[src/rtl/store_formatter.sv]
// Store-path formatter: narrows register data into SB/SH/SW byte-lane writes
// and holds each write on a req/ack memory port, flagging bad stores and timeouts.
module store_formatter #(
   parameter int unsigned TIMEOUT = 16,
   parameter int unsigned CNT_W   = 5
) (
   input  logic        clk,
   input  logic        rst_n,
   input  logic        st_valid,
   output logic        st_ready,
   input  logic [1:0]  st_op,
   input  logic [31:0] st_addr,
   input  logic [31:0] st_data,
   output logic        st_done,
   output logic        st_err,
   output logic [1:0]  err_code,
   output logic [31:0] err_addr,
   output logic        mem_req,
   output logic [31:0] mem_addr,
   output logic [31:0] mem_wdata,
   output logic [3:0]  mem_be,
   input  logic        mem_ack
);

   typedef enum logic {IDLE, REQ} state_e;

   state_e      state_q, state_d;
   logic [CNT_W-1:0] cnt_q, cnt_d;
   logic        req_q, req_d;
   logic [31:0] maddr_q, maddr_d;
   logic [31:0] wdata_q, wdata_d;
   logic [3:0]  be_q, be_d;
   logic        done_q, done_d;
   logic        err_q, err_d;
   logic [1:0]  code_q, code_d;
   logic [31:0] eaddr_q, eaddr_d;

   logic [31:0] lane_wdata;
   logic [3:0]  lane_be;
   logic        misaligned;

   always_comb begin
      lane_wdata = st_data;
      lane_be    = 4'b1111;
      case (st_op)
         2'b00: begin
            lane_wdata = {4{st_data[7:0]}};
            lane_be    = 4'b0001 << st_addr[1:0];
         end
         2'b01: begin
            lane_wdata = {2{st_data[15:0]}};
            lane_be    = st_addr[1] ? 4'b1100 : 4'b0011;
         end
         default: ;
      endcase
      misaligned = ((st_op == 2'b01) && st_addr[0]) ||
                   ((st_op == 2'b10) && (st_addr[1:0] != 2'b00));
   end

   always_comb begin
      state_d = state_q;
      cnt_d   = cnt_q;
      req_d   = req_q;
      maddr_d = maddr_q;
      wdata_d = wdata_q;
      be_d    = be_q;
      done_d  = 1'b0;
      err_d   = 1'b0;
      code_d  = code_q;
      eaddr_d = eaddr_q;
      case (state_q)
         IDLE: begin
            if (st_valid) begin
               if (st_op == 2'b11) begin
                  err_d   = 1'b1;
                  code_d  = 2'b10;
                  eaddr_d = st_addr;
               end else if (misaligned) begin
                  err_d   = 1'b1;
                  code_d  = 2'b01;
                  eaddr_d = st_addr;
               end else begin
                  state_d = REQ;
                  cnt_d   = '0;
                  req_d   = 1'b1;
                  maddr_d = {st_addr[31:2], 2'b00};
                  wdata_d = lane_wdata;
                  be_d    = lane_be;
               end
            end
         end
         REQ: begin
            // ack is checked before the limit so a last-cycle ack still commits
            if (mem_ack) begin
               state_d = IDLE;
               req_d   = 1'b0;
               be_d    = '0;
               done_d  = 1'b1;
            end else if (cnt_q == CNT_W'(TIMEOUT - 1)) begin
               state_d = IDLE;
               req_d   = 1'b0;
               be_d    = '0;
               err_d   = 1'b1;
               code_d  = 2'b11;
               eaddr_d = maddr_q;
            end else begin
               cnt_d = cnt_q + 1'b1;
            end
         end
         default: state_d = IDLE;
      endcase
   end

   always_ff @(posedge clk or negedge rst_n) begin
      if (!rst_n) begin
         state_q <= IDLE;
         cnt_q   <= '0;
         req_q   <= 1'b0;
         maddr_q <= '0;
         wdata_q <= '0;
         be_q    <= '0;
         done_q  <= 1'b0;
         err_q   <= 1'b0;
         code_q  <= '0;
         eaddr_q <= '0;
      end else begin
         state_q <= state_d;
         cnt_q   <= cnt_d;
         req_q   <= req_d;
         maddr_q <= maddr_d;
         wdata_q <= wdata_d;
         be_q    <= be_d;
         done_q  <= done_d;
         err_q   <= err_d;
         code_q  <= code_d;
         eaddr_q <= eaddr_d;
      end
   end

   assign st_ready  = (state_q == IDLE);
   assign st_done   = done_q;
   assign st_err    = err_q;
   assign err_code  = code_q;
   assign err_addr  = eaddr_q;
   assign mem_req   = req_q;
   assign mem_addr  = maddr_q;
   assign mem_wdata = wdata_q;
   assign mem_be    = be_q;

endmodule

[config.mk]
export PLATFORM = sky130hd
export DESIGN_NAME = store_formatter
export DESIGN_NICKNAME = d
export VERILOG_FILES = /design/src/rtl/store_formatter.sv
export SDC_FILE = /design/constraint.sdc
export NUM_CORES = 1
export LEC_CHECK = 0
export ABC_AREA = 0
export ABC_CLOCK_PERIOD_IN_PS = 6100
export CAP_MARGIN = 15
export CORE_ASPECT_RATIO = 1.4
export CORE_UTILIZATION = 45
export DETAILED_ROUTE_END_ITERATION = 10
export GPL_TIMING_DRIVEN = 0
export HOLD_SLACK_MARGIN = 0.08
export PLACE_DENSITY = 0.91
export SYNTH_ARGS = -nofsm -noshare
export SYNTH_HDL_FRONTEND = slang
export SYNTH_SLANG_ARGS = --single-unit
[constraint.sdc]
create_clock -name clk -period 6.1 [get_ports clk]
set_clock_uncertainty 0.1 [all_clocks]
set_input_delay 1.22 -clock clk [delete_from_list [all_inputs] [get_ports clk]]
set_output_delay 1.22 -clock clk [all_outputs]
set_load 0.01 [all_outputs]
==> summary.md <==
- **largest area contributor in the netlist** dfrtp_1
- **count of mapped cells out of synthesis** 354
- **NumNets Final** 612
- **Netlist cell types** 44
- **largest vdd supply drop** 0.0002396 V
- **pre-CTS worst setup slack** 2.777 ns
- **average routed wire per standard cell** 18.17 um
- **cell-by-cell trace of the critical path** buf_4 -> buf_4 -> inv_1 -> clkdlybuf4s50_1
- **standard-cell rows** 45
- **initial cell density of the core** 46.40%
- **largest net degree at the start of global routing** 57
- **cts-stage hold buffer count** 0
- **max-cap viol count** 0
- **number of vias after detailed routing** 3607
- **max_slew headroom** 50.77%
- **Area growth, synth to finish** 43.64%
- **Power Total** 2.553 mW
- **largest fanout on the critical path** 10
- **die footprint** 0.01170 mm2
- **Critical Path Source Type** flop
- **path depth of the worst reg2reg path** 6
- **CTS tree** yes
- **placeable core region** 0.01092 mm2
- **number of sinks handled by clock tree synthesis** 109
- **sequential element share of the synthesized area** 53.81%
- **Post-synth EDFFs** 0
- **final estimated routing congestion in global placement** 0.8049
- **Setup violations, final** 0
- **total number of yosys warnings** 0
- **Setup crit end** st_ready
- **cell family contributing the most delay on the critical path** buffers and inverters
- **RR Startpoint** cnt_q[0]
- **Max Clock Freq** 0.3215 GHz
- **master cell of the clock root buffer** clkbuf_16
- **post-detailed-route count of antenna-violating nets** 0
- **Clock H-tree levels** 3
- **transition time of the tightest slew-check pin** 0.7384 ns
- **area fraction of the dominant cell type after synthesis** 53.81%
- **number of search-and-repair iterations in the first detailed-routing pass** 4
- **period utilisation layout** 50.99%
- **largest stage delay on the critical path** 0.55 ns
- **Min-Delay Path Class** reg -> reg
- **Pwr per Cell Area** 350.6 mW/mm2
- **vias in the first global route** 3916
- **global-route usage over all layers** 22.26%
- **cell depth of the worst setup path** 4
- **# resized after CTS** 0
- **start point of the critical path** state_q
- **GR Overflow Total** 0
- **run status** completed
- **Avg Synthesized Cell Area** 14.32 um2
- **dominant register cell in the synthesized netlist** dfrtp_1
- **time the worst path needs with I/O delays and setup** 3.110 ns
- **count of input and output buffers** 172
- **Clk pin slew, worst setup/hold paths** 0.07 ns
- **die width** 91.70 um
- **Data arrival, critical path** 1.79 ns
- **number of register bits inferred by synthesis** 109
- **number of fillers in the final layout** 792
- **share of final-layout standard cells stronger than drive strength 1** 32.78%
- **CP Buf/Inv Count** 4
- **Longest Clk Path Bufs** 2
- **RSZ-0062 raised after global routing** false
- **die height** 127.6 um
- **final-report max-slew violation count** 0
- **worst-case setup margin in the final layout** 2.990 ns
- **endpoint of the worst register-to-register path** cnt_q[3]
- **DR iter-0 viols** 129
- **endpoint type of the worst setup path** primary output
- **Diodes inserted** 0
- **required time of the critical path** 4.78 ns
- **LEAKAGE** 3.038 nW
- **cell with the largest stage delay on the worst path** clkdlybuf4s50_1
- **number of DRC violations after detailed routing** 0
- **via count normalized by instance count** 5.273
- **final hold viol count** 0
- **post-CTS setup buffers** 0
- **DP HPWL** 9354 um
- **final WL** 12430 um
- **critical path start-end classification** reg -> out
- **netlist area before placement** 0.005069 mm2
- **initial antenna violation count** 0
- **clock network latency to the later pin of the worst-skew pair** 0.34 ns
- **most frequent cell on the critical path** buf_4
- **async set-or-reset flop fraction in the synthesized netlist** 100.0%
- **Top-Level Pins** 176
- **largest cells by area after synthesis** dfrtp_1 (54%), mux2_2 (29%), mux2i_1 (2.2%)
- **worst setup slack for register-to-register paths** 3.82 ns
- **total clock buffers created by CTS** 9
- **wire length of the first global-routing pass** 20160 um
[tightest hold or removal path: stages, from the launching register on]
cell and delay, ns:
dfrtp_1 0.35, nand2_1 0.05, nand2_1 0.05
[routing by layer]
metal	up-vias	GRT usage (%)	routed length (um)
met5	-	0	0
met4	0	9.559	277
met3	21	4.762	787
met2	144	39.76	6576
met1	1807	25.69	4790
li1	1635	-	-
[metrics by stage]
| step | instances | area [um2] | hold WS [ns] | TNS (ns) | utilization (%) |
|---|---|---|---|---|---|
| after floorplan | 355 | 5072 | 0.3561 | 0 | - |
| after global placement | 668 | 6970 | 0.3732 | -35.46 | 63.81 |
| final | 684 | 7281 | 0.3904 | 0 | 66.66 |
| after CTS | 684 | 7281 | 0.3935 | 0 | 66.66 |
| after global routing | 684 | 7281 | 0.4189 | 0 | 66.66 |
| after detailed placement | 669 | 6995 | 0.3771 | 0 | 64.04 |
[cell families after synthesis]
logic type,Yosys count,synth area share (%)
mux,150,33.42
xor+xnor,1,0.1728
buf+inv,24,3.727
fa+ha+maj,3,0.7406
simple gates,35,3.753
compound gates,31,4.295
flops,109,53.81
other cells,1,0.07398
[layout by cell type, fill, tap and decap left out, types with 3 or more instances in the layout]
cell / synthesis / final
inv_1: 3 / 3
mux2_4: 5 / 5
nand3_1: 4 / 4
a21oi_1: 5 / 5
dfrtp_1: 109 / 109
clkbuf_16: 0 / 9
buf_4: 5 / 6
mux2_2: 132 / 132
clkbuf_1: 5 / 5
o21ai_0: 13 / 13
buf_6: 9 / 9
clkbuf_8: 0 / 3
mux2i_1: 11 / 11
clkdlybuf4s50_1: 0 / 171
nand2_1: 15 / 15
ha_1: 3 / 3
[how the worst min path moves through the flow]
| stage | startpoint | to | cells after the start |
|---|---|---|---|
| 4_1_cts | mem_req | mem_req | 2 |
| 5_1_grt | mem_wdata[10] | mem_wdata[10] | 1 |
| 6_report | mem_req | mem_req | 2 |
| 2_1_floorplan | cnt_q[4] | cnt_q[4] | 1 |
| 3_5_place_dp | mem_req | mem_req | 2 |
| 3_3_place_gp | mem_req | mem_req | 2 |
[cell type report]
class	count	area [um2]	area share, %
plain buffers	21	177.7	2.440
clock buffers	12	266.5	3.660
clock inverters	3	18.77	0.2578
inverters	3	11.26	0.1547
multi-input cells	222	2156	29.61
flip-flops and latches	109	2728	37.46
well taps	141	176.4	2.423
repair buffers	173	1747	23.99
[state kept, by name, summed over array words and instances (netlist names)]
signal	cells
mem_wdata	32
state_q	1
cnt_q	5
st_done	1
mem_req	1
err_addr	32
st_err	1
err_code	2
mem_be	4
mem_addr	30
[power by group]
group          total [mW]  switching [mW]  internal [mW]
sequential           1.05           0.124          0.929
combinational       0.941           0.343          0.598
clock               0.559           0.251          0.308
total                2.55           0.718           1.84
[synthesized netlist by cell type, types with 2 or more instances]
| cell type | count |
|---|---|
| mux2_2 | 132 |
| dfrtp_1 | 109 |
| nand2_1 | 15 |
| o21ai_0 | 13 |
| mux2i_1 | 11 |
| buf_6 | 9 |
| a21oi_1 | 5 |
| buf_4 | 5 |
| clkbuf_1 | 5 |
| mux2_4 | 5 |
| nand3_1 | 4 |
| ha_1 | 3 |
| inv_1 | 3 |
| a21o_1 | 2 |
| mux2_1 | 2 |
| nor2_1 | 2 |
| nor2b_1 | 2 |
(Power assumes the default switching activity.)
